**config.mk**
```make
export PLATFORM = sky130hd
export DESIGN_NAME = qea_host_sequencer_flat
export DESIGN_NICKNAME = d
export VERILOG_FILES = /design/src/rtl/qea_host_sequencer_if.sv /design/src/rtl/qea_host_sequencer.sv /design/src/flat_wrapper.sv
export SDC_FILE = /design/constraint.sdc
export NUM_CORES = 1
export LEC_CHECK = 0
export ABC_CLOCK_PERIOD_IN_PS = 3280
export CORE_AREA = 2 2 388 390
export DETAILED_ROUTE_END_ITERATION = 7
export DIE_AREA = 0 0 390 392
export DONT_BUFFER_PORTS = 1
export PLACE_DENSITY_LB_ADDON = 0.1
export REMOVE_ABC_BUFFERS = 1
export SYNTH_ARGS = -nofsm -noshare
export SYNTH_HDL_FRONTEND = slang
export SYNTH_SLANG_ARGS = --single-unit
```
**constraint.sdc**
```tcl
create_clock -name clk -period 3.28 [get_ports clk]
set_input_delay 0.328 -clock clk [delete_from_list [all_inputs] [get_ports clk]]
set_output_delay 0.328 -clock clk [all_outputs]
set_load 0.03 [all_outputs]
```
**src/rtl/qea_host_sequencer_if.sv**
```systemverilog
// Bus bundle between the host sequencer and the QEA core: ctx stream in, CTX/STATE RAM ports,
// start/complete handshake and the result stream out. master = sequencer side.
interface qea_host_sequencer_if #(
  parameter int PE_NUM                  = 4,
  parameter int STATE_DATA_WIDTH        = 64,
  parameter int STATE_ADDR_WIDTH        = 16,
  parameter int GATE_CONTEXT_DATA_WIDTH = 64,
  parameter int GATE_CONTEXT_ADDR_WIDTH = 16
);
  localparam int SW = PE_NUM * STATE_DATA_WIDTH;

  logic                               s_ctx_valid;
  logic                               s_ctx_ready;
  logic [GATE_CONTEXT_DATA_WIDTH-1:0] s_ctx_data;

  logic                               o_ctx_en;
  logic                               o_ctx_wea;
  logic [GATE_CONTEXT_ADDR_WIDTH-1:0] o_ctx_addr;
  logic [GATE_CONTEXT_DATA_WIDTH-1:0] o_ctx_data;

  logic                               o_state_ena;
  logic                               o_state_wea;
  logic [STATE_ADDR_WIDTH-1:0]        o_state_addra;
  logic [SW-1:0]                      o_state_dina;
  logic [SW-1:0]                      i_state_dout;

  logic                               o_start;
  logic                               i_complete;

  logic                               m_res_valid;
  logic                               m_res_ready;
  logic [SW-1:0]                      m_res_data;
  logic                               m_res_last;

  modport master (
    input  s_ctx_valid, s_ctx_data, i_state_dout, i_complete, m_res_ready,
    output s_ctx_ready, o_ctx_en, o_ctx_wea, o_ctx_addr, o_ctx_data,
           o_state_ena, o_state_wea, o_state_addra, o_state_dina,
           o_start, m_res_valid, m_res_data, m_res_last
  );

  modport slave (
    output s_ctx_valid, s_ctx_data, i_state_dout, i_complete, m_res_ready,
    input  s_ctx_ready, o_ctx_en, o_ctx_wea, o_ctx_addr, o_ctx_data,
           o_state_ena, o_state_wea, o_state_addra, o_state_dina,
           o_start, m_res_valid, m_res_data, m_res_last
  );
endinterface

```
**src/rtl/qea_host_sequencer.sv**
```systemverilog
// Host-side job sequencer for the QEA core: loads CTX RAM, seeds STATE RAM with |0..0>,
// launches the core, times it, then streams the final state vector out with backpressure.
module qea_host_sequencer #(
  parameter int          PE_NUM_WIDTH            = 2,
  parameter int          PE_NUM                  = 4,
  parameter int          DATA_WIDTH              = 32,
  parameter int          STATE_DATA_WIDTH        = 64,
  parameter int          STATE_ADDR_WIDTH        = 16,
  parameter int          GATE_CONTEXT_DATA_WIDTH = 64,
  parameter int          GATE_CONTEXT_ADDR_WIDTH = 16,
  parameter int          MAX_QBIT_WIDTH          = 6,
  parameter int          NUM_FRAC_BIT            = 30,
  parameter int          READ_LAT                = 1,
  parameter int unsigned TIMEOUT_CYCLES          = 32'd16777216
) (
  input  logic                               clk,
  input  logic                               rst,
  input  logic                               i_go,
  input  logic [MAX_QBIT_WIDTH-1:0]          i_qbit_num,
  input  logic [GATE_CONTEXT_ADDR_WIDTH-1:0] i_ins_num,
  qea_host_sequencer_if.master               bus,
  output logic                               o_busy,
  output logic                               o_done,
  output logic                               o_err,
  output logic [31:0]                        o_cycles
);
  localparam int SW = PE_NUM * STATE_DATA_WIDTH;
  localparam logic [DATA_WIDTH-1:0]     ONE_FX     = DATA_WIDTH'(1) << NUM_FRAC_BIT;
  localparam logic [SW-1:0]             INIT_WORD0 = {ONE_FX, {(SW - DATA_WIDTH){1'b0}}};
  localparam logic [MAX_QBIT_WIDTH-1:0] QBIT_MIN   = MAX_QBIT_WIDTH'(PE_NUM_WIDTH);
  localparam logic [MAX_QBIT_WIDTH-1:0] QBIT_MAX   = MAX_QBIT_WIDTH'(STATE_ADDR_WIDTH + PE_NUM_WIDTH);
  localparam logic [7:0]                LAT_M1     = 8'(READ_LAT - 1);

  typedef enum logic [3:0] {
    S_IDLE, S_LOAD_CTX, S_INIT, S_START, S_RUN,
    S_RD_ISSUE, S_RD_WAIT, S_RD_HOLD, S_DONE
  } state_t;

  state_t                             state_q;
  logic [GATE_CONTEXT_ADDR_WIDTH-1:0] ins_num_q;
  logic [GATE_CONTEXT_ADDR_WIDTH-1:0] ctx_cnt_q;
  logic [STATE_ADDR_WIDTH-1:0]        last_addr_q;
  logic [7:0]                         lat_cnt_q;
  logic                               first_run_q;

  logic                               s_ctx_ready_q;
  logic                               ctx_en_q;
  logic [GATE_CONTEXT_ADDR_WIDTH-1:0] ctx_addr_q;
  logic [GATE_CONTEXT_DATA_WIDTH-1:0] ctx_data_q;
  logic                               state_ena_q;
  logic                               state_wea_q;
  logic [STATE_ADDR_WIDTH-1:0]        state_addr_q;
  logic [SW-1:0]                      state_dina_q;
  logic                               start_q;
  logic                               res_valid_q;
  logic [SW-1:0]                      res_data_q;
  logic                               res_last_q;
  logic                               busy_q;
  logic                               done_q;
  logic                               err_q;
  logic [31:0]                        cycles_q;

  logic                               cfg_ok_d;
  logic [STATE_ADDR_WIDTH:0]          depth_d;
  logic [STATE_ADDR_WIDTH:0]          depth_m1_d;
  logic [STATE_ADDR_WIDTH-1:0]        last_addr_d;
  logic [31:0]                        cycles_inc_d;
  logic                               ctx_hs_d;
  logic                               res_hs_d;

  // Depth is one wider than the address so a full-size job (2**STATE_ADDR_WIDTH words) fits.
  assign cfg_ok_d     = (i_qbit_num > QBIT_MIN) && (i_qbit_num <= QBIT_MAX);
  assign depth_d      = (STATE_ADDR_WIDTH + 1)'(1) << (i_qbit_num - QBIT_MIN);
  assign depth_m1_d   = depth_d - (STATE_ADDR_WIDTH + 1)'(1);
  assign last_addr_d  = depth_m1_d[STATE_ADDR_WIDTH-1:0];
  assign cycles_inc_d = (cycles_q == 32'hFFFF_FFFF) ? cycles_q : cycles_q + 32'd1;
  assign ctx_hs_d     = bus.s_ctx_valid & s_ctx_ready_q;
  assign res_hs_d     = res_valid_q & bus.m_res_ready;

  always_ff @(posedge clk) begin
    if (rst) begin
      state_q       <= S_IDLE;
      ins_num_q     <= '0;
      ctx_cnt_q     <= '0;
      last_addr_q   <= '0;
      lat_cnt_q     <= '0;
      first_run_q   <= 1'b0;
      s_ctx_ready_q <= 1'b0;
      ctx_en_q      <= 1'b0;
      ctx_addr_q    <= '0;
      ctx_data_q    <= '0;
      state_ena_q   <= 1'b0;
      state_wea_q   <= 1'b0;
      state_addr_q  <= '0;
      state_dina_q  <= '0;
      start_q       <= 1'b0;
      res_valid_q   <= 1'b0;
      res_data_q    <= '0;
      res_last_q    <= 1'b0;
      busy_q        <= 1'b0;
      done_q        <= 1'b0;
      err_q         <= 1'b0;
      cycles_q      <= '0;
    end else begin
      ctx_en_q <= 1'b0;
      start_q  <= 1'b0;
      done_q   <= 1'b0;
      err_q    <= 1'b0;

      case (state_q)
        S_IDLE: begin
          if (i_go) begin
            if (!cfg_ok_d) begin
              err_q <= 1'b1;
            end else begin
              busy_q      <= 1'b1;
              ins_num_q   <= i_ins_num;
              ctx_cnt_q   <= '0;
              last_addr_q <= last_addr_d;
              if (i_ins_num == '0) begin
                state_q      <= S_INIT;
                state_ena_q  <= 1'b1;
                state_wea_q  <= 1'b1;
                state_addr_q <= '0;
                state_dina_q <= INIT_WORD0;
              end else begin
                state_q       <= S_LOAD_CTX;
                s_ctx_ready_q <= 1'b1;
              end
            end
          end
        end

        S_LOAD_CTX: begin
          if (ctx_hs_d) begin
            ctx_en_q   <= 1'b1;
            ctx_addr_q <= ctx_cnt_q;
            ctx_data_q <= bus.s_ctx_data;
            ctx_cnt_q  <= ctx_cnt_q + 1'b1;
            if (ctx_cnt_q + 1'b1 == ins_num_q) begin
              s_ctx_ready_q <= 1'b0;
              state_q       <= S_INIT;
              state_ena_q   <= 1'b1;
              state_wea_q   <= 1'b1;
              state_addr_q  <= '0;
              state_dina_q  <= INIT_WORD0;
            end
          end
        end

        S_INIT: begin
          if (state_addr_q == last_addr_q) begin
            state_ena_q  <= 1'b0;
            state_wea_q  <= 1'b0;
            state_addr_q <= '0;
            state_dina_q <= '0;
            start_q      <= 1'b1;
            cycles_q     <= '0;
            state_q      <= S_START;
          end else begin
            state_addr_q <= state_addr_q + 1'b1;
            state_dina_q <= '0;
          end
        end

        S_START: begin
          first_run_q <= 1'b1;
          state_q     <= S_RUN;
        end

        // The core may still show the previous job's completion for one cycle after start.
        S_RUN: begin
          first_run_q <= 1'b0;
          cycles_q    <= cycles_inc_d;
          if (bus.i_complete && !first_run_q) begin
            state_q      <= S_RD_ISSUE;
            state_ena_q  <= 1'b1;
            state_wea_q  <= 1'b0;
            state_addr_q <= '0;
          end else if (cycles_inc_d >= TIMEOUT_CYCLES) begin
            err_q   <= 1'b1;
            busy_q  <= 1'b0;
            state_q <= S_IDLE;
          end
        end

        S_RD_ISSUE: begin
          state_ena_q <= 1'b0;
          lat_cnt_q   <= '0;
          state_q     <= S_RD_WAIT;
        end

        S_RD_WAIT: begin
          if (lat_cnt_q == LAT_M1) begin
            res_valid_q <= 1'b1;
            res_data_q  <= bus.i_state_dout;
            res_last_q  <= (state_addr_q == last_addr_q);
            state_q     <= S_RD_HOLD;
          end else begin
            lat_cnt_q <= lat_cnt_q + 8'd1;
          end
        end

        // One read in flight at a time: the next address is issued only after acceptance.
        S_RD_HOLD: begin
          if (res_hs_d) begin
            res_valid_q <= 1'b0;
            res_last_q  <= 1'b0;
            if (res_last_q) begin
              done_q  <= 1'b1;
              state_q <= S_DONE;
            end else begin
              state_ena_q  <= 1'b1;
              state_addr_q <= state_addr_q + 1'b1;
              state_q      <= S_RD_ISSUE;
            end
          end
        end

        S_DONE: begin
          busy_q  <= 1'b0;
          state_q <= S_IDLE;
        end

        default: state_q <= S_IDLE;
      endcase
    end
  end

  assign bus.s_ctx_ready   = s_ctx_ready_q;
  assign bus.o_ctx_en      = ctx_en_q;
  assign bus.o_ctx_wea     = ctx_en_q;
  assign bus.o_ctx_addr    = ctx_addr_q;
  assign bus.o_ctx_data    = ctx_data_q;
  assign bus.o_state_ena   = state_ena_q;
  assign bus.o_state_wea   = state_wea_q;
  assign bus.o_state_addra = state_addr_q;
  assign bus.o_state_dina  = state_dina_q;
  assign bus.o_start       = start_q;
  assign bus.m_res_valid   = res_valid_q;
  assign bus.m_res_data    = res_data_q;
  assign bus.m_res_last    = res_last_q;
  assign o_busy            = busy_q;
  assign o_done            = done_q;
  assign o_err             = err_q;
  assign o_cycles          = cycles_q;
endmodule

```
**src/flat_wrapper.sv**
```systemverilog
// flat-port wrapper written by rule: the top's interface ports become plain ports
module qea_host_sequencer_flat 
#(
  parameter int          PE_NUM_WIDTH            = 2,
  parameter int          PE_NUM                  = 4,
  parameter int          DATA_WIDTH              = 32,
  parameter int          STATE_DATA_WIDTH        = 64,
  parameter int          STATE_ADDR_WIDTH        = 16,
  parameter int          GATE_CONTEXT_DATA_WIDTH = 64,
  parameter int          GATE_CONTEXT_ADDR_WIDTH = 16,
  parameter int          MAX_QBIT_WIDTH          = 6,
  parameter int          NUM_FRAC_BIT            = 30,
  parameter int          READ_LAT                = 1,
  parameter int unsigned TIMEOUT_CYCLES          = 32'd16777216
)
  (clk, rst, i_go, i_qbit_num, i_ins_num, o_busy, o_done, o_err, o_cycles, bus_s_ctx_valid, bus_s_ctx_data, bus_i_state_dout, bus_i_complete, bus_m_res_ready, bus_s_ctx_ready, bus_o_ctx_en, bus_o_ctx_wea, bus_o_ctx_addr, bus_o_ctx_data, bus_o_state_ena, bus_o_state_wea, bus_o_state_addra, bus_o_state_dina, bus_o_start, bus_m_res_valid, bus_m_res_data, bus_m_res_last);
  qea_host_sequencer_if #(.PE_NUM(PE_NUM), .STATE_DATA_WIDTH(STATE_DATA_WIDTH), .STATE_ADDR_WIDTH(STATE_ADDR_WIDTH), .GATE_CONTEXT_DATA_WIDTH(GATE_CONTEXT_DATA_WIDTH), .GATE_CONTEXT_ADDR_WIDTH(GATE_CONTEXT_ADDR_WIDTH)) bus_i ();
  input  logic clk;
  input  logic rst;
  input  logic i_go;
  input  logic [MAX_QBIT_WIDTH-1:0] i_qbit_num;
  input  logic [GATE_CONTEXT_ADDR_WIDTH-1:0] i_ins_num;
  output logic o_busy;
  output logic o_done;
  output logic o_err;
  output logic [31:0] o_cycles;
  input wire logic [$bits(bus_i.s_ctx_valid)-1:0] bus_s_ctx_valid;
  input wire logic [$bits(bus_i.s_ctx_data)-1:0] bus_s_ctx_data;
  input wire logic [$bits(bus_i.i_state_dout)-1:0] bus_i_state_dout;
  input wire logic [$bits(bus_i.i_complete)-1:0] bus_i_complete;
  input wire logic [$bits(bus_i.m_res_ready)-1:0] bus_m_res_ready;
  output wire logic [$bits(bus_i.s_ctx_ready)-1:0] bus_s_ctx_ready;
  output wire logic [$bits(bus_i.o_ctx_en)-1:0] bus_o_ctx_en;
  output wire logic [$bits(bus_i.o_ctx_wea)-1:0] bus_o_ctx_wea;
  output wire logic [$bits(bus_i.o_ctx_addr)-1:0] bus_o_ctx_addr;
  output wire logic [$bits(bus_i.o_ctx_data)-1:0] bus_o_ctx_data;
  output wire logic [$bits(bus_i.o_state_ena)-1:0] bus_o_state_ena;
  output wire logic [$bits(bus_i.o_state_wea)-1:0] bus_o_state_wea;
  output wire logic [$bits(bus_i.o_state_addra)-1:0] bus_o_state_addra;
  output wire logic [$bits(bus_i.o_state_dina)-1:0] bus_o_state_dina;
  output wire logic [$bits(bus_i.o_start)-1:0] bus_o_start;
  output wire logic [$bits(bus_i.m_res_valid)-1:0] bus_m_res_valid;
  output wire logic [$bits(bus_i.m_res_data)-1:0] bus_m_res_data;
  output wire logic [$bits(bus_i.m_res_last)-1:0] bus_m_res_last;
  assign bus_i.s_ctx_valid = bus_s_ctx_valid;
  assign bus_i.s_ctx_data = bus_s_ctx_data;
  assign bus_i.i_state_dout = bus_i_state_dout;
  assign bus_i.i_complete = bus_i_complete;
  assign bus_i.m_res_ready = bus_m_res_ready;
  assign bus_s_ctx_ready = bus_i.s_ctx_ready;
  assign bus_o_ctx_en = bus_i.o_ctx_en;
  assign bus_o_ctx_wea = bus_i.o_ctx_wea;
  assign bus_o_ctx_addr = bus_i.o_ctx_addr;
  assign bus_o_ctx_data = bus_i.o_ctx_data;
  assign bus_o_state_ena = bus_i.o_state_ena;
  assign bus_o_state_wea = bus_i.o_state_wea;
  assign bus_o_state_addra = bus_i.o_state_addra;
  assign bus_o_state_dina = bus_i.o_state_dina;
  assign bus_o_start = bus_i.o_start;
  assign bus_m_res_valid = bus_i.m_res_valid;
  assign bus_m_res_data = bus_i.m_res_data;
  assign bus_m_res_last = bus_i.m_res_last;
  qea_host_sequencer #(.PE_NUM_WIDTH(PE_NUM_WIDTH), .PE_NUM(PE_NUM), .DATA_WIDTH(DATA_WIDTH), .STATE_DATA_WIDTH(STATE_DATA_WIDTH), .STATE_ADDR_WIDTH(STATE_ADDR_WIDTH), .GATE_CONTEXT_DATA_WIDTH(GATE_CONTEXT_DATA_WIDTH), .GATE_CONTEXT_ADDR_WIDTH(GATE_CONTEXT_ADDR_WIDTH), .MAX_QBIT_WIDTH(MAX_QBIT_WIDTH), .NUM_FRAC_BIT(NUM_FRAC_BIT), .READ_LAT(READ_LAT), .TIMEOUT_CYCLES(TIMEOUT_CYCLES)) u_core (.clk(clk), .rst(rst), .i_go(i_go), .i_qbit_num(i_qbit_num), .i_ins_num(i_ins_num), .bus(bus_i), .o_busy(o_busy), .o_done(o_done), .o_err(o_err), .o_cycles(o_cycles));
endmodule
```
Word level (Yosys, flattened, before mapping)
Index checks and enable logic that the tools add are counted.
{ "word_totals": {"register_bits": 711, "elab_cells": 171} }
{ "classes": {"order_cmp": 3, "n_eq_ne": 26, "addsub": 6, "shift": 1, "n_mux": 74, "reduce_logical": 33, "bitwise_logic": 6} }
{ "op_table": {"columns": ["cell", "n"], "rows": [
  ["two-way mux 256 bit", 5],
  ["case mux 256 bit (3 select lines)", 1],
  ["two-way mux 16 bit", 12],
  ["case mux 16 bit (5 select lines)", 1],
  ["two-way mux 32 bit", 2],
  ["case mux 32 bit (2 select lines)", 1],
  ["two-way mux 4 bit", 10],
  ["adder 16 x 1 -> 16 bit, second input constant", 2],
  ["adder 32 x 1 -> 32 bit, second input constant", 1],
  ["equality test 16 bit", 2],
  ["equality test 32 bit, second input constant", 1],
  ["greater-or-equal comparator 32 x 25 -> 1 bit, second input constant", 1],
  ["case mux 16 bit (2 select lines)", 1],
  ["case mux 4 bit (8 select lines)", 1],
  ["two-way mux 1 bit", 29],
  ["!= test 2 x 1 -> 1 bit, second input constant", 9],
  ["equality test 4 x 3 -> 1 bit, second input constant", 4],
  ["logical NOT 16 bit", 1],
  ["case mux 8 bit (2 select lines)", 1],
  ["AND reduction 8 bit", 2],
  ["<< shifter 1 x 6 -> 16 bit, first input constant", 1],
  ["subtractor 16 x 1 -> 16 bit, second input constant", 1],
  ["AND reduction 6 bit", 2],
  ["!= test 2 bit, second input constant", 5],
  ["33 further kinds", 53]
]} }

Depth between registers and ports, before layout
Gate-level depths: netlist of run 1.
{ "depth": {"depth_word": 6, "depth_mapped": 14} }

Worst setup path after synthesis of run 1
OpenSTA, ideal clock, no wires.
{ "synth_timing": {"path_kind": "register to register", "startpoint": "reg u_core.ctx_cnt_q[1]", "endpoint": "reg u_core.state_ena_q (netlist: u_core.bus.o_state_ena)", "path_stages_with_launch": 12, "path_buffers": 2, "setup_ns": 0.116, "slack_ns": 0.142, "arrival_time_ns": 3.022, "required_ns": 3.164, "synth_period_minus_slack_ns": 3.138, "path_cell_list": "dfxtp_1 > ha_1 > clkbuf_1 > nand3_1 > nor4_1 > xnor2_1 > o2111a_1 > nand4_2 > and2_1 > clkbuf_1 > or3b_2 > a31o_2"} }
{ "synth_between": {"elab_chain_len": 4} }
{ "synth_rtl": {"columns": ["element", "line_no", "text"], "rows": [
  ["start: declaration", "qea_host_sequencer.sv:41", "logic [GATE_CONTEXT_ADDR_WIDTH-1:0] ctx_cnt_q;"],
  ["start signal: assignment", "qea_host_sequencer.sv:139", "ctx_cnt_q <= ctx_cnt_q + 1'b1;"],
  ["adder 16 x 1 -> 16 bit", "qea_host_sequencer.sv:140", "if (ctx_cnt_q + 1'b1 == ins_num_q) begin"],
  ["equality test 16 bit", "qea_host_sequencer.sv:140", null],
  ["!= test 2 x 1 -> 1 bit (no line)", null, null],
  ["AND reduction 10 bit (no line)", null, null],
  ["end signal: assignment", "qea_host_sequencer.sv:143", "state_ena_q <= 1'b1;"],
  ["end signal: assignment", "qea_host_sequencer.sv:153", "state_ena_q <= 1'b0;"],
  ["end signal: assignment", "qea_host_sequencer.sv:177", "state_ena_q <= 1'b1;"],
  ["end: declaration", "qea_host_sequencer.sv:50", "logic state_ena_q;"]
]} }
Every way passes these cells.
A chain may end at the register's enable or synchronous reset.

Worst setup path after layout of run 1
{ "layout_timing": {"startpoint": "reg u_core.state_addr_q[4] (netlist: u_core.bus.o_state_addra[4])", "endpoint": "reg u_core.cycles_q[17] (netlist: u_core.o_cycles[17])"} }
{ "layout_between": {"elab_chain_len": 3} }
{ "layout_rtl": {"columns": ["element", "line_no", "text"], "rows": [
  ["start: declaration", "qea_host_sequencer.sv:52", "logic [STATE_ADDR_WIDTH-1:0] state_addr_q;"],
  ["start signal: assignment", "qea_host_sequencer.sv:161", "state_addr_q <= state_addr_q + 1'b1;"],
  ["start signal: assignment", "qea_host_sequencer.sv:214", "state_addr_q <= state_addr_q + 1'b1;"],
  ["equality test 16 bit", "qea_host_sequencer.sv:152", "if (state_addr_q == last_addr_q) begin"],
  ["!= test 2 x 1 -> 1 bit (no line)", null, null],
  ["AND reduction 2 bit (no line)", null, null],
  ["end signal: assignment", "qea_host_sequencer.sv:174", "cycles_q <= cycles_inc_d;"],
  ["end: declaration", "qea_host_sequencer.sv:61", "logic [31:0] cycles_q;"]
]} }
Every way passes these cells.

==> metrics, run 1 <==
DR WL/cell=19.2 um; leakage=10.4 nW; Core Region=149000 um^2; die height=392 um; status=finished clean; routed wire length=98.7 mm; worst setup path class=reg -> reg; clk slew on worst S/H paths=0.06 ns; detail-routed via count per cell=3.75; Synth Cell Area=20400 um^2; Remaining Overflow, GRT=0; multi-input combinational cell area=9620 um^2; CTS tree=built; top cell type's share of synthesized area=0.447; final hold viol count=0; die area=153000 um^2; Via Count=19298; Placed Instance Area=22600 um^2; Levels on crit path=12; clk_lat worst skew=0.66 ns; worst r2r path cells=12; total clock sinks=456; Core Rows=142; # Post-CTS Setup Buffers=0; Initial Util=0.137; Max Transition Viols Final=0; min cycle time layout=3.09 ns; prevailing post-synth register cell=dfxtp_1; top cells by area, synth=dfxtp_1 45%, nand2_1 15%, a21oi_1 10%; critical-path cell list=buf_4, xnor2_1, nand4_1, nor4_1, buf_4, nand2_1, nand2_1, buf_12, nand3_1, o21ai_0, nor2_1, dlygate4sd3_1; CP delay by family, top=simple AND/OR/NAND/NOR gates; Buf+Inv Stages, Crit Path=4; final instance area=29400 um^2; P per Cell Area=498 nW/um^2; Syn. warnings=0; Setup Skew=0.0293 ns; Clk network pwr share=0.535; synthesized area per cell=7.66 um^2; period utilisation layout=0.941; type of the tightest min-delay check=in -> reg; Max VDD drop=282 uV; Num CTS Buffers=70; P_sw=0.00387 W; sw frac=0.264; Reg area=9130 um^2; slowest CP cell=dlygate4sd3_1; Syn Inst Count=2666; n_diodes=0; Async S/R FF share, synth=0; Max Freq=324 MHz; total track usage=0.122; top-count cell post-synth=nand2_1; # DRC=0; DRT iter0 DRCs=833; #FFs+latches synth=456; 1st-pass router iterations=5; # fillers=16705; critical path fanouts, max=13; Slew Limit Headroom=0.0575; startpoint types=flip-flop; sequential power share=0.384; layout overhead on the synthesized area=44.1%; post-synth top area cell=dfxtp_1; Max stage delay on crit path=0.54 ns; Int Pwr=0.0108 W; combinational power share=0.080; IO Count=999; Yosys cell types=67; PortBufs=0; worst-case clock buffer depth=3; Arr. time, crit path=3.62 ns; Post-DP HPWL=69.6 mm; final setup vio count=0; Die Wd=390 um; Critical Path RT=3.82 ns; EDFF count, synth=0; hold depth=4; fraction of layout cells with a size suffix above 1=0.0883; clock root buffer=clkbuf_16; largest net degree at the start of global routing=173; initial antenna violation count=5; Slew @ Worst Pin=1.41 ns; Worst Setup End Kind=flip-flop; ANT nets after route=0; first-pass GRT wire length=138 mm; vias in the first global route=19019; post-synthesis sequential area ratio=0.447; number of max-cap violations=0; synth cell count leaders=790 x nand2_1, 456 x dfxtp_1, 413 x a21oi_1; H-tree depth=3; Final Util=0.198; GP Congestion=0.713; nets=3507
-- cell usage in the layout (no fill, tap or decap), types with 43 or more instances in the layout --
cell type,netlist,routed
a21oi_1,413,413
buf_4,257,131
clkbuf_16,0,71
conb_1,1,255
dfxtp_1,456,456
dlygate4sd3_1,0,439
nand2_1,790,790
nor2_1,114,113
nor3_1,45,44
o21ai_0,43,43
-- sequential cells by signal (all words and copies together), names as in the netlist, 4 cells and up --
name / cells
u_core.bus.o_ctx_addr: 16
u_core.o_cycles: 32
u_core.ctx_cnt_q: 16
u_core.lat_cnt_q: 8
u_core.ins_num_q: 16
u_core.bus.o_ctx_data: 64
u_core.state_q: 4
u_core.bus.m_res_data: 256
u_core.last_addr_q: 16
u_core.bus.o_state_addra: 16
-- repair_timing --
item / CTS / global route
hold endpoints to repair: 425 / 0
endpoints found under the setup margin: 0 / 24
gates resized for setup: 0 / 8
hold buffers: 441 / 0
-- metal layers --
layer / global-route usage / wire (um) / vias up
met4: 0.0414 / 2310 / 2
met5: 0 / 13 / -
met1: 0.149 / 41500 / 9210
li1: - / - / 9425
met2: 0.204 / 48300 / 548
met3: 0.0352 / 6660 / 113
-- area by class of cell --
cell class	count	area share
Multi-Input combinational cell	2016	0.327
Sequential cell	456	0.310
Timing Repair Buffer	590	0.197
Tap cell	1944	0.0827
Clock buffer	103	0.0689
Clock inverter	23	0.0116
Inverter	17	0.00217
-- through the flow --
step | power, W | cells | setup TNS, ns | hold WS (ns) | worst slack [ns]
2_1_floorplan | 0.00631 | 2489 | -2906.68 | 0.397 | -11.58
3_3_place_gp | 0.00647 | 4582 | 0 | 0.434 | 0.0432
3_5_place_dp | 0.00646 | 4582 | 0 | 0.452 | 0.0393
4_1_cts | 0.0150 | 5149 | 0 | 0.00706 | 0.0116
5_1_grt | 0.0153 | 5149 | -0.00637 | 0.0481 | -0.00556
6_report | 0.0146 | 5149 | 0 | 0.0851 | 0.195
-- worst reg2reg max path, delay by kind of cell (launching register included) --
family,cells,cell delay [ns]
AND/OR/NAND/NOR,6,1.22
buffers and inverters,4,1.19
flip-flops,1,0.35
XOR/XNOR,1,0.14
AO/OA/AOI/OAI,1,0.07
-- cells by family (layout without fill, tap and decap cells) --
kind of cell	Yosys count	after routing	share of synthesized area
AND/OR/NAND/NOR	1132	1132	0.237
AO/OA/AOI/OAI	564	564	0.154
flip-flops	456	456	0.447
buffers and inverters	448	733	0.131
XOR/XNOR	52	52	0.0223
adder cells (fa/ha/maj)	8	8	0.00490
multiplexers	5	5	0.00245
other	1	255	0.000184
-- power by group through the flow --
| stage | clock network (W) | logic [W] | registers [W] |
|---|---|---|---|
| global placement | 0 | 0.000720 | 0.00575 |
| detailed placement | 0 | 0.000714 | 0.00575 |
| floorplan | 0 | 0.000569 | 0.00574 |
| global route | 0.00839 | 0.00126 | 0.00563 |
| finish | 0.00784 | 0.00117 | 0.00563 |
| CTS | 0.00823 | 0.00118 | 0.00563 |
-- worst paths after layout --
path,from,slack (ns),endpoint
setup / recovery,u_core.bus.o_state_addra[4],0.19,u_core.o_cycles[17]
hold / removal,i_qbit_num[0],0.09,u_core.last_addr_q[10]
setup reg to reg,u_core.bus.o_state_addra[4],0.19,u_core.o_cycles[17]
hold reg to reg,u_core.ins_num_q[14],0.47,u_core.ins_num_q[14]
No activity file was read; power rests on OpenSTA's default activity.
==> run 2, diff against run 1 <==
--- a/config.mk
+++ b/config.mk
@@ -10,7 +10,6 @@
 export DETAILED_ROUTE_END_ITERATION = 7
 export DIE_AREA = 0 0 390 392
 export DONT_BUFFER_PORTS = 1
-export PLACE_DENSITY_LB_ADDON = 0.1
 export REMOVE_ABC_BUFFERS = 1
 export SYNTH_ARGS = -nofsm -noshare
 export SYNTH_HDL_FRONTEND = slang
==> metrics, run 2 (same netlist as run 1, synthesis figures left out) <==
H-tree depth=2 (-1); startpoint types=flip-flop; # Post-CTS Setup Buffers=0 (unchanged); CTS tree=built; status=finished clean; clock root buffer=clkbuf_16; fraction of layout cells with a size suffix above 1=0.0706 (-0.0177); IO Count=999 (unchanged); Setup Skew=0.0311 ns (+0.00178 ns); Num CTS Buffers=55 (-21%); leakage=10.7 nW (+2.7%); die area=153000 um^2 (unchanged); ANT nets after route=0 (unchanged); reg-to-reg slack, setup=0.16 ns (-0.04 ns); Via Count=20525 (+6.4%); Slew Limit Headroom=0.298 (+0.240); type of the tightest min-delay check=in -> reg; Max Transition Viols Final=0 (unchanged); final hold viol count=0 (unchanged); total track usage=0.102 (-0.0204); DRT iter0 DRCs=1479 (+78%); # fillers=16213 (-2.9%); Initial Util=0.137 (unchanged); worst setup path class=reg -> reg; P per Cell Area=438 nW/um^2 (-12%); setup_tns=0 ns (unchanged); crit path from=u_core.ctx_cnt_q[1]; final setup vio count=0 (unchanged); critical path fanouts, max=11 (-2); first-pass GRT wire length=120 mm (-13%); # DRC=0 (unchanged); critical-path cell list=ha_1, nand3_1, nor4_1, xnor2_1, o2111a_1, nand4_2, and2_1, or3b_2, a31o_2; commonest cells after routing, fill and taps aside=789 x nand2_1, 541 x dlygate4sd3_1, 453 x dfxtp_1, 413 x a21oi_1, 255 x conb_1; routed wire length=85.5 mm (-13%); reg2reg end=u_core.bus.o_state_ena; RSZ-0062 raised after global routing=no; DR WL/cell=16.5 um (-14%); die height=392 um (unchanged); Core Region=149000 um^2 (unchanged); Max stage delay on crit path=0.50 ns (-0.04 ns); largest net degree at the start of global routing=241 (+39%); Core Rows=142 (unchanged); final hold slack=0.0775 ns (-0.00762 ns); detail-routed via count per cell=3.95 (+5.5%); max FFs per register=256 (unchanged); number of max-cap violations=0 (unchanged); slowest CP cell=or3b_2; worst-case clock buffer depth=3 (unchanged); initial antenna violation count=18 (+13); Post-DP HPWL=56.9 mm (-18%); commonest non-fill, non-tap cell in the layout=nand2_1; PortBufs=0 (unchanged); period utilisation layout=0.952 (+0.0109); Critical Path RT=3.81 ns (about the same); Remaining Overflow, GRT=0 (unchanged); RR Startpoint=u_core.ctx_cnt_q[1]; clk slew on worst S/H paths=0.07 ns (about the same); nets=3555 (+1.4%); vias in the first global route=19470 (+2.4%); GP Congestion=0.892 (+25%); Arr. time, crit path=3.65 ns (+0.03 ns); Slew @ Worst Pin=1.05 ns (-0.360 ns); Die Wd=390 um (unchanged); total clock sinks=456 (unchanged); 1st-pass router iterations=6 (+1); Max Freq=320 MHz (-1.1%); Max VDD drop=442 uV (+57%); Worst Setup End Kind=flip-flop; min cycle time layout=3.12 ns (+0.0357 ns); layout overhead on the synthesized area=44.1% (about the same); worst r2r path cells=9 (-3); clk_lat worst skew=0.64 ns (-0.02 ns); Worst Setup EP=u_core.bus.o_state_ena
[run 2: cell count changes in the layout (fill, tap and decap cells not counted), moves of 8 or more]
cell           delta
clkbuf_16        -16
clkbuf_1          -8
buf_4            -28
buf_12           -12
dlygate4sd3_1   +102
[run 2: worst min-delay path by stage]
stage / slack, ns / cells after the start / from / to
after floorplan: 0.40 / 1 / rst / u_core.bus.m_res_data[0]
after global placement: 0.42 / 1 / rst / u_core.bus.o_ctx_data[30]
after detailed placement: 0.43 / 1 / rst / u_core.bus.o_ctx_data[30]
after CTS: 0.001 / 4 / i_qbit_num[0] / u_core.last_addr_q[4]
after global routing: 0.04 / 2 / bus_s_ctx_data[53] / u_core.bus.o_ctx_data[53]
final: 0.08 / 4 / i_qbit_num[0] / u_core.last_addr_q[4]
[run 2: worst max-delay path, delay by kind of cell (launching register included)]
kind            cells  cell delay (ns)
simple gates        5             1.68
flops               1             0.47
xor+xnor            1             0.17
compound gates      2             0.47
fa+ha+maj           1             0.23
[run 2: area by class of cell]
cell class                 instances  area (um^2)  share of cell area
clock inverter                    25          265             0.00902
inverter                          17         63.8             0.00217
antenna                            4         10.0            0.000340
clock buffer                      75         1540              0.0524
multi-input combinational       2016         9610               0.327
tap                             1944         2430              0.0827
sequential                       456         9130               0.310
timing repair buffer             653         6360               0.216
[run 2: per-stage QoR]
step	instances	power, W	utilization	instance area [um^2]	setup slack [ns]
2_1_floorplan	2489	0.00631	-	18800	-11.58
3_3_place_gp	4543	0.00642	0.148	22100	0.183
4_1_cts	5186	0.0130	0.197	29400	0.0164
3_5_place_dp	4543	0.00643	0.148	22100	0.156
6_report	5190	0.0129	0.198	29400	0.159
5_1_grt	5188	0.0133	0.198	29400	0.0477
[run 2: metal layers]
metal,global-route usage,vias up,share of wire
li1,-,9485,-
met4,0.0496,16,0.046
met3,0.0369,235,0.10
met5,0,-,0.0013
met1,0.108,9730,0.36
met2,0.177,1059,0.49
[run 2: timing repair]
action                                  CTS  global route
hold endpoints to repair                427             0
hold buffers                            543             0
resized for setup                         0             9
endpoints found under the setup margin    0           119
[run 2: where the power goes]
part	internal (W)	switching, W	total, W
logic	0.000375	0.000706	0.00108
clock network	0.00354	0.00262	0.00616
registers	0.00557	0.0000530	0.00563
total	0.00949	0.00338	0.0129
==> run 3, diff against run 2 <==
--- a/config.mk
+++ b/config.mk
@@ -6,11 +6,10 @@
 export NUM_CORES = 1
 export LEC_CHECK = 0
 export ABC_CLOCK_PERIOD_IN_PS = 3280
-export CORE_AREA = 2 2 388 390
+export CORE_AREA = 3 3 389 391
 export DETAILED_ROUTE_END_ITERATION = 7
-export DIE_AREA = 0 0 390 392
+export DIE_AREA = 0 0 392 394
 export DONT_BUFFER_PORTS = 1
-export REMOVE_ABC_BUFFERS = 1
 export SYNTH_ARGS = -nofsm -noshare
 export SYNTH_HDL_FRONTEND = slang
 export SYNTH_SLANG_ARGS = --single-unit
==> metrics, run 3 (same netlist as run 1, synthesis figures left out) <==
clk_lat worst skew=0.64 ns (about the same); clk slew on worst S/H paths=0.06 ns (about the same); final hold slack=0.0923 ns (+0.0148 ns); period utilisation layout=0.942 (-0.00920); Reg area=9130 um^2 (about the same); leakage=11.2 nW (+4.6%); Max Transition Viols Final=0 (unchanged); min cycle time layout=3.09 ns (-0.0302 ns); Max stage delay on crit path=0.47 ns (-0.03 ns); Initial Util=0.138 (+0.000972); critical path fanouts, max=9 (-2); initial antenna violation count=16 (-2); Max VDD drop=361 uV (-18%); Post-DP HPWL=63.7 mm (+12%); status=finished clean; slowest CP cell=dfxtp_1; CP delay by family, top=compound AO/OA/AOI/OAI gates; 1st-pass router iterations=8 (+2); vias in the first global route=19979 (+2.6%); CP dominant cell by count=buf_4; number of max-cap violations=0 (unchanged); Num CTS Buffers=55 (unchanged); layout overhead on the synthesized area=48.8%; worst-case clock buffer depth=3 (unchanged); setup_tns=0 ns (unchanged); GP Congestion=0.920 (+3.1%); clock root buffer=clkbuf_16; total clock sinks=456 (unchanged); Core Rows=141 (-0.70%); H-tree depth=2 (unchanged); RSZ-0062 raised after global routing=no; final hold viol count=0 (unchanged); type of the tightest min-delay check=in -> reg; critical-path cell list=nand3_1, o41a_1, a2111o_1, a21oi_2, nand4_2, buf_12, buf_4, a2111oi_0, buf_4, xnor2_1, nor2_1; DRT iter0 DRCs=1554 (+5.1%); # DRC=0 (unchanged); commonest cells after routing, fill and taps aside=790 x nand2_1, 598 x dlygate4sd3_1, 456 x dfxtp_1, 413 x a21oi_1, 255 x conb_1; max FFs per register=256 (unchanged); Buf+Inv Stages, Crit Path=3 (+3); Setup Skew=0.0228 ns (-0.00829 ns); startpoint types=flip-flop; PortBufs=0 (unchanged); Core Region=148000 um^2 (-0.70%); IO Count=999 (unchanged); Max Freq=324 MHz (+0.98%); Via Count=20751 (+1.1%); Remaining Overflow, GRT=0 (unchanged); final setup vio count=0 (unchanged); Worst Setup End Kind=flip-flop; Arr. time, crit path=3.61 ns (-0.04 ns); Slew @ Worst Pin=1.04 ns (-0.0127 ns); Critical Path RT=3.80 ns (about the same); routed wire length=94.0 mm (+9.8%); nets=3639 (+2.4%); CTS tree=built; ANT nets after route=0 (unchanged); first-pass GRT wire length=133 mm (+11%); commonest non-fill, non-tap cell in the layout=nand2_1; DR WL/cell=17.8 um (+8.1%); die area=154000 um^2 (+1.0%); Die Wd=392 um (+0.51%); P per Cell Area=441 nW/um^2 (+0.89%); # fillers=16065 (-0.91%); die height=394 um (+0.51%); worst setup path class=reg -> reg; multi-input combinational cell area=9620 um^2 (about the same); Slew Limit Headroom=0.306 (+0.00848); fraction of layout cells with a size suffix above 1=0.0749 (+0.00423); total track usage=0.114 (+0.0121); largest net degree at the start of global routing=262 (+8.7%); detail-routed via count per cell=3.94 (-0.47%)
run 3: metal layers:
metal  GRT usage  wire length, um  vias to the layer above
li1            -                -                     9649
met1       0.138            37000                     9964
met2       0.192            44800                     1006
met3      0.0334             9550                      126
met4      0.0357             2550                        6
met5           0               41                        -
run 3: layout make-up:
type / instances / share of cell area
multi-input cells: 2016 / 0.317
flip-flops and latches: 456 / 0.301
repair buffers: 737 / 0.236
well taps: 1930 / 0.0795
clock buffers: 82 / 0.0526
clock inverters: 18 / 0.0112
inverters: 17 / 0.00210
diodes: 16 / 0.00132
run 3: through the flow:
step                      setup WS (ns)  power (W)  instance area, um^2  utilization  instances
after floorplan                   0.142    0.00662                21400            -       2920
after global placement          0.00564    0.00645                22300        0.151       4554
after detailed placement         0.0207    0.00645                22300        0.151       4554
after CTS                         0.102     0.0136                30300        0.205       5253
after global routing            0.00256     0.0139                30300        0.205       5258
final                             0.189     0.0134                30400        0.205       5272
run 3: final timing paths:
check | to | from | slack (ns) | cells after the start
setup / recovery | u_core.bus.o_state_addra[8] | u_core.ctx_cnt_q[8] | 0.19 | 11
hold reg to reg | u_core.ins_num_q[9] | u_core.ins_num_q[9] | 0.50 | 2
hold / removal | u_core.last_addr_q[0] | i_qbit_num[0] | 0.09 | 4
setup reg to reg | u_core.bus.o_state_addra[8] | u_core.ctx_cnt_q[8] | 0.19 | 11
run 3: timing repair:
| item | CTS | global route |
|---|---|---|
| hold buffers | 599 | 0 |
| gates resized for setup | 0 | 5 |
| setup endpoints to repair | 0 | 177 |
| buffers inserted | 0 | 3 |
| endpoints found under the hold margin | 428 | 0 |
run 3: where the power goes:
part	internal [W]	switching, W	total (W)
clock network	0.00399	0.00263	0.00662
logic	0.000433	0.000732	0.00117
registers	0.00557	0.0000461	0.00562
total	0.0100	0.00341	0.0134
run 3: worst reg2reg max path: cells and delay by family, from the launching register on:
family                 cells  cell delay [ns]
AO/OA/AOI/OAI              4             1.42
XOR/XNOR                   1             0.10
buffers and inverters      3             0.53
flip-flops                 1             0.47
AND/OR/NAND/NOR            3             0.44
